`config.mk`:
```
export PLATFORM = sky130hd
export DESIGN_NAME = led_demux_sequencer
export DESIGN_NICKNAME = d
export VERILOG_FILES = /design/src/rtl/led_demux_sequencer.sv
export SDC_FILE = /design/constraint.sdc
export NUM_CORES = 1
export LEC_CHECK = 0
export ABC_AREA = 1
export BUFFER_PORTS_ARGS = -buffer_cell sky130_fd_sc_hd__buf_4
export CORE_MARGIN = 1
export CORE_UTILIZATION = 65
export CTS_BUF_LIST = sky130_fd_sc_hd__clkbuf_4
export DETAILED_ROUTE_END_ITERATION = 8
export HOLD_SLACK_MARGIN = 0.1
export PLACE_DENSITY = 0.83
export SLEW_MARGIN = 20
export SYNTH_ARGS = -nofsm -noshare
export SYNTH_HDL_FRONTEND = slang
export SYNTH_SLANG_ARGS = --single-unit
```
`constraint.sdc`:
```
create_clock -name i_Clk -period 4.2 [get_ports i_Clk]
set_clock_uncertainty 0.05 [all_clocks]
set_input_delay 0.84 -clock i_Clk [delete_from_list [all_inputs] [get_ports i_Clk]]
set_output_delay 0.84 -clock i_Clk [all_outputs]
set_load 0.01 [all_outputs]
```
`src/rtl/led_demux_sequencer.sv`:
```
// LED demux pattern sequencer: debounced mode/pause switches,
// tick-divided stepping of steady, chase, bounce and alternate patterns.
module led_demux_sequencer #(
  parameter int DEBOUNCE_LIMIT = 250000,
  parameter int TICK_DIV       = 1
) (
  input  logic       i_Clk,
  input  logic       i_Rst,
  input  logic       i_Tick,
  input  logic       i_Switch_1,
  input  logic       i_Switch_2,
  output logic       o_Data,
  output logic       o_Select_0,
  output logic       o_Select_1,
  output logic [1:0] o_Mode,
  output logic       o_Running
);

  localparam int DW = $clog2(DEBOUNCE_LIMIT + 1);
  localparam int TW = (TICK_DIV > 1) ? $clog2(TICK_DIV) : 1;
  localparam logic [DW-1:0] DB_MAX = DW'(DEBOUNCE_LIMIT);
  localparam logic [TW-1:0] TK_MAX = TW'(TICK_DIV - 1);

  typedef enum logic [1:0] {
    STEADY    = 2'd0,
    CHASE     = 2'd1,
    BOUNCE    = 2'd2,
    ALTERNATE = 2'd3
  } mode_e;

  // Bit 0 is the mode switch, bit 1 the run/pause switch.
  logic [1:0]    raw;
  logic [1:0]    meta_q;
  logic [1:0]    sync_q;
  logic [1:0]    stable_q;
  logic [1:0]    press_q;
  logic [DW-1:0] cnt_q [2];

  mode_e         mode_q;
  mode_e         mode_nx;
  logic [1:0]    ch_q;
  logic          down_q;
  logic          data_q;
  logic          run_q;
  logic [TW-1:0] tcnt_q;

  logic          mode_press;
  logic          run_press;

  assign raw        = {i_Switch_2, i_Switch_1};
  assign mode_press = press_q[0];
  assign run_press  = press_q[1];

  // Next mode in the 0->1->2->3->0 cycle.
  always_comb begin
    mode_nx = mode_e'(mode_q + 2'd1);
  end

  // Synchronise, debounce and edge-detect both switches.
  always_ff @(posedge i_Clk or posedge i_Rst) begin
    if (i_Rst) begin
      meta_q   <= '0;
      sync_q   <= '0;
      stable_q <= '0;
      press_q  <= '0;
      for (int i = 0; i < 2; i++) begin
        cnt_q[i] <= '0;
      end
    end else begin
      meta_q  <= raw;
      sync_q  <= meta_q;
      press_q <= '0;
      for (int i = 0; i < 2; i++) begin
        if (sync_q[i] == stable_q[i]) begin
          cnt_q[i] <= '0;
        end else if (cnt_q[i] == DB_MAX) begin
          stable_q[i] <= sync_q[i];
          press_q[i]  <= sync_q[i];
          cnt_q[i]    <= '0;
        end else begin
          cnt_q[i] <= cnt_q[i] + 1'b1;
        end
      end
    end
  end

  // Pattern state machine; a mode press overrides any step due.
  always_ff @(posedge i_Clk or posedge i_Rst) begin
    if (i_Rst) begin
      mode_q <= STEADY;
      ch_q   <= 2'd0;
      down_q <= 1'b0;
      data_q <= 1'b0;
      run_q  <= 1'b1;
      tcnt_q <= '0;
    end else begin
      if (run_press) begin
        run_q <= ~run_q;
      end
      if (mode_press) begin
        mode_q <= mode_nx;
        ch_q   <= 2'd0;
        down_q <= 1'b0;
        tcnt_q <= '0;
        data_q <= (mode_nx == CHASE) || (mode_nx == BOUNCE);
      end else if (run_q && i_Tick) begin
        if (tcnt_q == TK_MAX) begin
          tcnt_q <= '0;
          unique case (mode_q)
            STEADY: begin
              data_q <= ~data_q;
            end
            CHASE: begin
              ch_q   <= ch_q + 2'd1;
              data_q <= 1'b1;
            end
            BOUNCE: begin
              data_q <= 1'b1;
              if (!down_q) begin
                if (ch_q == 2'd3) begin
                  down_q <= 1'b1;
                  ch_q   <= 2'd2;
                end else begin
                  ch_q <= ch_q + 2'd1;
                end
              end else begin
                if (ch_q == 2'd0) begin
                  down_q <= 1'b0;
                  ch_q   <= 2'd1;
                end else begin
                  ch_q <= ch_q - 2'd1;
                end
              end
            end
            ALTERNATE: begin
              if (data_q) begin
                data_q <= 1'b0;
                ch_q   <= ch_q + 2'd1;
              end else begin
                data_q <= 1'b1;
              end
            end
            default: begin
              data_q <= data_q;
            end
          endcase
        end else begin
          tcnt_q <= tcnt_q + 1'b1;
        end
      end
    end
  end

  assign o_Data     = data_q;
  assign o_Select_0 = ch_q[0];
  assign o_Select_1 = ch_q[1];
  assign o_Mode     = mode_q;
  assign o_Running  = run_q;

endmodule

```
==> results.py, run 1 <==
metrics = {
    "timing": {
        "rsz0062_at_grt": "false",
        "drv_slew": 0,
        "hold_violations": 0,
        "fin_crit_ns": 1.95,
        "tightest_slew_ns": 0.851,
        "hold_ws_ns": 0.320,
        "fmax_mhz": 514,
        "tns_ns": 0,
        "timing.slew.headroom_pct": 43.2,
        "finalCritPeriodShare_pct": 46.3,
        "setup_violations": 0,
    },
    "clocking": {
        "ctsLongestPathBuffers": 2,
        "cts-resized-gates": 0,
        "clock-sinks": 51,
        "ctsHoldBuffers": 0,
        "h-tree-depth": 2,
        "cts_tree": "done",
        "cts_buffers": 5,
        "path_clk_slew_ns": 0.13,
        "cts_root_buf": "clkbuf_4",
        "worstSkewPairLatency_ns": 0.37,
        "postCtsSetupRepairBufs": 0,
    },
    "setup_path": {
        "cp_cell_sequence": "buf_4",
        "cpLargestDelayFamily": "flip-flops",
        "endpoint_kind": "output pin",
        "crit_path_top_delay_cell": "dfstp_2",
        "max_stage_delay_ns": 0.58,
        "path_max_fanout": 3,
        "start_kind": "flop",
        "timing.critical_path.buf_inv": 1,
        "worstPathRequired_ns": 3.31,
        "path_class": "flop to output pin",
        "cp.arrival_ns": 1.06,
    },
    "finish": {
        "diodes": 0,
        "instances_no_fill": 411,
        "drive_above_1_share_pct": 14.4,
        "nets": 375,
        "syn_to_final_growth_pct": 7.61,
    },
    "hold_path": {
        "worstHoldPathType": "flop to flop",
    },
    "placement": {
        "portBuffers": 10,
        "placed_cells": 403,
        "dp_hpwl_um": 3860,
        "place_congestion": 0.876,
    },
    "detailed_routing": {
        "postRouteAntennaNets": 0,
        "first_iter_violations": 122,
        "viasPerCell": 5.35,
        "wire_per_inst_um": 12.6,
        "vias": 2198,
        "drc": 0,
        "dr.pass1.iters": 4,
        "finalWirelength_um": 5170,
    },
    "synthesis": {
        "syn_area_mm2": 0.00283,
        "synth.ff_latch_count": 51,
        "ys_seq_area_share_pct": 45.2,
        "synthesis.nets": 358,
        "synth_cell_types": 28,
        "syn-mean-instance-area_um2": 8.24,
        "synth_top_area_share_pct": 44.3,
        "yosys-top-cells-area": "dfrtp_1, nor2_1, nand2_1",
        "syn_inst": 343,
        "synth_area_leader_cell": "dfrtp_1",
        "yosysWarnings": 0,
    },
    "pwr": {
        "total_power_uw": 817,
        "vdd_ir_drop_max_mv": 0.245,
        "pwr_density_cell_mw_per_mm2": 269,
        "power_leakage_nw": 1.32,
    },
    "global_routing": {
        "grt_pass1_wl_um": 8780,
        "grt_start_max_net_pins": 52,
        "grt_pass1_vias": 2036,
        "grt_usage_pct": 25.8,
        "gr-total-overflow": 0,
        "antenna_found_initial": 0,
    },
    "flow_run": {
        "drv_cap": 0,
    },
    "floorplan": {
        "io_pins": 11,
        "core_mm2": 0.00409,
        "initial_core_util_pct": 69.2,
        "die_width_um": 67.9,
        "die_h_um": 67.9,
        "dieArea_mm2": 0.00462,
        "rows": 23,
    },
    "run_status": {
        "status": "completed",
    },
}
layout by cell type, fill, tap and decap left out, drive strengths merged:
cell | Yosys | routed
nor3 | 4 | 4
a31oi | 1 | 1
xnor2 | 8 | 8
inv | 36 | 35
and3 | 1 | 1
o21bai | 2 | 2
nand3b | 2 | 2
dfrtp | 50 | 50
a21oi | 4 | 4
buf | 0 | 10
o221ai | 1 | 1
nand3 | 27 | 27
dfstp | 1 | 1
nand2 | 72 | 72
ha | 10 | 10
clkinv | 1 | 4
nor2 | 88 | 88
bufinv | 0 | 1
clkbuf | 0 | 5
o21ai | 13 | 13
xor2 | 16 | 16
o2111ai | 1 | 1
nand4 | 5 | 5
metal layers:
metal	up-vias	global-route usage (%)	routed length (µm)
met2	55	40.6	2370
met1	1020	35.2	2460
met4	0	8.59	103
met5	-	0	0
li1	1112	-	-
met3	11	5.67	230
worst reg2reg max path, delay by kind of cell, from the launching register on:
kind          cells  cell delay, ns
simple gates      5            0.64
flops             1            0.43
buf+inv           1            0.13
fa+ha+maj         1            0.20
kinds of logic after synthesis:
logic type               count (synthesis)  share of synthesized area [%]
XOR/XNOR                                24                           7.70
AND/OR/NAND/NOR                        199                           33.4
buffers and inverters                   37                           4.91
flip-flops                              51                           45.2
adder cells (fa/ha/maj)                 10                           4.43
AO/OA/AOI/OAI                           22                           4.38
registers in the layout (all words and copies together), names as in the netlist:
name / flops
sync_q: 2
ch_q: 2
press_q: 2
stable_q: 2
cnt_q: 36
o_Data: 1
o_Mode: 2
o_Running: 1
meta_q: 2
down_q: 1
final timing paths:
| check | from | slack, ns | end | cells past startpoint |
|---|---|---|---|---|
| max in group asynchronous | i_Rst | 3.04 | cnt_q[18] | 2 |
| worst min-delay path | meta_q[1] | 0.32 | sync_q[1] | 0 |
| worst max register to register | cnt_q[18] | 2.66 | cnt_q[30] | 7 |
| min in group asynchronous | i_Rst | 0.54 | o_Data | 2 |
| worst max-delay path | o_Running | 2.25 | o_Running | 1 |
| worst min register to register | meta_q[1] | 0.32 | sync_q[1] | 0 |
synth_stat cells, drive strengths merged:
cell type,n
xnor2,8
and3,1
o221ai,1
o21bai,2
nor2,88
a31oi,1
clkinv,1
nand4,5
nand3b,2
xor2,16
dfstp,1
inv,36
a21oi,4
nand3,27
nor3,4
ha,10
o21ai,13
dfrtp,50
o2111ai,1
nand2,72
metrics by stage:
step | setup WS [ns] | utilization [%] | instance area, µm²
after floorplan | 2.08 | - | 2830
after global placement | 2.34 | 72.5 | 2960
after detailed placement | 2.32 | 72.5 | 2960
after CTS | 2.24 | 74.4 | 3040
after global routing | 2.21 | 74.4 | 3040
final | 2.25 | 74.4 | 3040
area by class of cell:
cell class	count	area [µm²]
Multi-Input combinational cell	255	1410
Sequential cell	51	1280
Fill cell	319	1040
Inverter	37	140
Timing Repair Buffer	10	75.1
Tap cell	50	62.6
Clock inverter	3	38.8
Clock buffer	5	37.5
where the power goes:
group | switching [mW] | internal, mW | leakage (nW)
clock | 0.153 | 0.123 | 0.0426
sequential | 0.00679 | 0.498 | 0.690
combinational | 0.0261 | 0.0109 | 0.592
total | 0.186 | 0.631 | 1.32
Power figures use the tool's default switching activity.
==> run 2: changes to the inputs <==
Settings changed: CORE_UTILIZATION 65 to 58, PLACE_DENSITY 0.83 to 0.78.
Clock period 4.2 ns to 1.58 ns, I/O delays scaled along.
==> results.py, run 2 (synthesized netlist as in run 1, its figures left out) <==
metrics = {
    "finish": {
        "nets": 382,
        "diodes": 0,
        "fillers": 395,
        "largest-register": "cnt_q",
        "syn_to_final_growth_pct": 10.3,
        "mostFrequentLayoutCells": "nor2_1, nand2_1, dfrtp_1",
        "largest_reg_flops": 36,
        "final_common_cell": "nor2_1",
        "instances_no_fill": 422,
        "drive_above_1_share_pct": 15.5,
    },
    "timing": {
        "timing.slew.headroom_pct": 69.5,
        "fin_crit_ns": 1.47,
        "tightest_slew_ns": 0.457,
        "setup_violations": 0,
        "finalCritPeriodShare_pct": 93.1,
        "fmax_mhz": 680,
        "hold_ws_ns": 0.302,
        "drv_slew": 0,
        "hold_violations": 0,
        "fin_ws_ns": 0.109,
    },
    "clocking": {
        "cts_root_buf": "clkbuf_4",
        "path_clk_slew_ns": 0.13,
        "clock-sinks": 51,
        "worstSkewPairLatency_ns": 0.37,
        "h-tree-depth": 2,
        "ctsLongestPathBuffers": 2,
        "cts_tree": "done",
        "cts_buffers": 5,
    },
    "setup_path": {
        "endpoint_kind": "flop",
        "max_stage_delay_ns": 0.46,
        "start_kind": "flop",
        "path_max_fanout": 7,
        "worstPathRequired_ns": 1.79,
        "cp_cell_sequence": "inv_1 -> ha_1 -> nand3_1 -> nor2_1 -> nand2_2 -> nand2_4 -> nor2_1",
        "cpMostUsedCell": "nor2_1",
        "path_class": "flop to flop",
        "cp.arrival_ns": 1.68,
        "crit_path_top_delay_cell": "dfrtp_1",
    },
    "pwr": {
        "pwr_density_cell_mw_per_mm2": 650,
        "vdd_ir_drop_max_mv": 0.477,
        "swShare_pct": 23.6,
        "pwr-share-seq_pct": 66.2,
        "power_leakage_nw": 1.35,
        "power_switching_uw": 479,
        "power.share.clock_pct": 28.2,
        "p_int_mw": 1.55,
        "total_power_mw": 2.03,
        "power_frac_comb_pct": 5.6,
    },
    "floorplan": {
        "dieArea_mm2": 0.00516,
        "io_pins": 11,
        "die_h_um": 71.8,
        "core_mm2": 0.00469,
        "die_width_um": 71.8,
        "initial_core_util_pct": 60.2,
        "rows": 25,
    },
    "detailed_routing": {
        "vias": 2190,
        "wire_per_inst_um": 12.3,
        "first_iter_violations": 103,
        "drc": 0,
        "finalWirelength_um": 5200,
        "postRouteAntennaNets": 0,
        "dr.pass1.iters": 4,
        "viasPerCell": 5.19,
    },
    "global_routing": {
        "gr-total-overflow": 0,
        "grt_pass1_wl_um": 8870,
        "grt_start_max_net_pins": 20,
        "grt_usage_pct": 22.6,
        "antenna_found_initial": 0,
        "grt_pass1_vias": 2041,
    },
    "placement": {
        "place_congestion": 0.920,
        "dp_slack_ns": 0.135,
        "placed_cells": 410,
        "dp_hpwl_um": 4050,
        "portBuffers": 10,
    },
    "flow_run": {
        "drv_cap": 0,
    },
    "run_status": {
        "status": "completed",
    },
    "hold_path": {
        "worstHoldPathType": "input port to flop",
    },
}
-- run 2: per-stage QoR --
step	instance area [µm²]	setup TNS, ns	utilization [%]
after floorplan	2830	0	-
after global placement	3010	0	64.1
after detailed placement	3010	0	64.1
after CTS	3090	0	65.9
after global routing	3120	-0.000663	66.5
final	3120	0	66.5
-- run 2: final timing paths --
kind	from	to	slack, ns	depth (start not counted)
setup / recovery	cnt_q[18]	cnt_q[18]	0.11	7
hold / removal	i_Tick	o_Data	0.30	4
setup reg to reg	cnt_q[18]	cnt_q[18]	0.11	7
hold reg to reg	meta_q[0]	sync_q[0]	0.32	0
max in group asynchronous	i_Rst	cnt_q[21]	0.55	4
min in group asynchronous	i_Rst	stable_q[0]	0.46	3
-- run 2: per-layer routing --
metal	routed length (µm)	GRT usage, %	up-vias
li1	-	-	1123
met1	2480	31.2	1032
met2	2480	35.6	26
met3	147	4.36	9
met4	89	8.28	0
met5	0	0	-
-- run 2: power groups by stage --
stage / clock, mW / sequential, mW / combinational, mW
after floorplan: 0 / 1.36 / 0.0688
after global placement: 0 / 1.36 / 0.105
after detailed placement: 0 / 1.37 / 0.108
after CTS: 0.594 / 1.34 / 0.115
after global routing: 0.638 / 1.35 / 0.132
final: 0.572 / 1.34 / 0.114
-- run 2: critical path, delay by kind of cell, from the launching register on --
family	cells	cell delay (ns)
adder cells (fa/ha/maj)	1	0.18
buffers and inverters	1	0.14
flip-flops	1	0.46
AND/OR/NAND/NOR	5	0.55
-- run 2: what timing repair did --
item	4_1_cts	5_1_grt
hold endpoints to repair	17	0
hold buffers	3	0
resized for setup	0	5
endpoints found under the setup margin	0	9
buffers inserted	0	1
-- run 2: area by class of cell --
cell class,count,area (µm²),share of cell area (%)
clock buffers,6,45.0,1.44
multi-input cells,255,1430,45.9
flip-flops and latches,51,1280,41.0
well taps,54,67.6,2.17
clock inverters,2,7.51,0.241
inverters,37,143,4.57
repair buffers,17,148,4.74
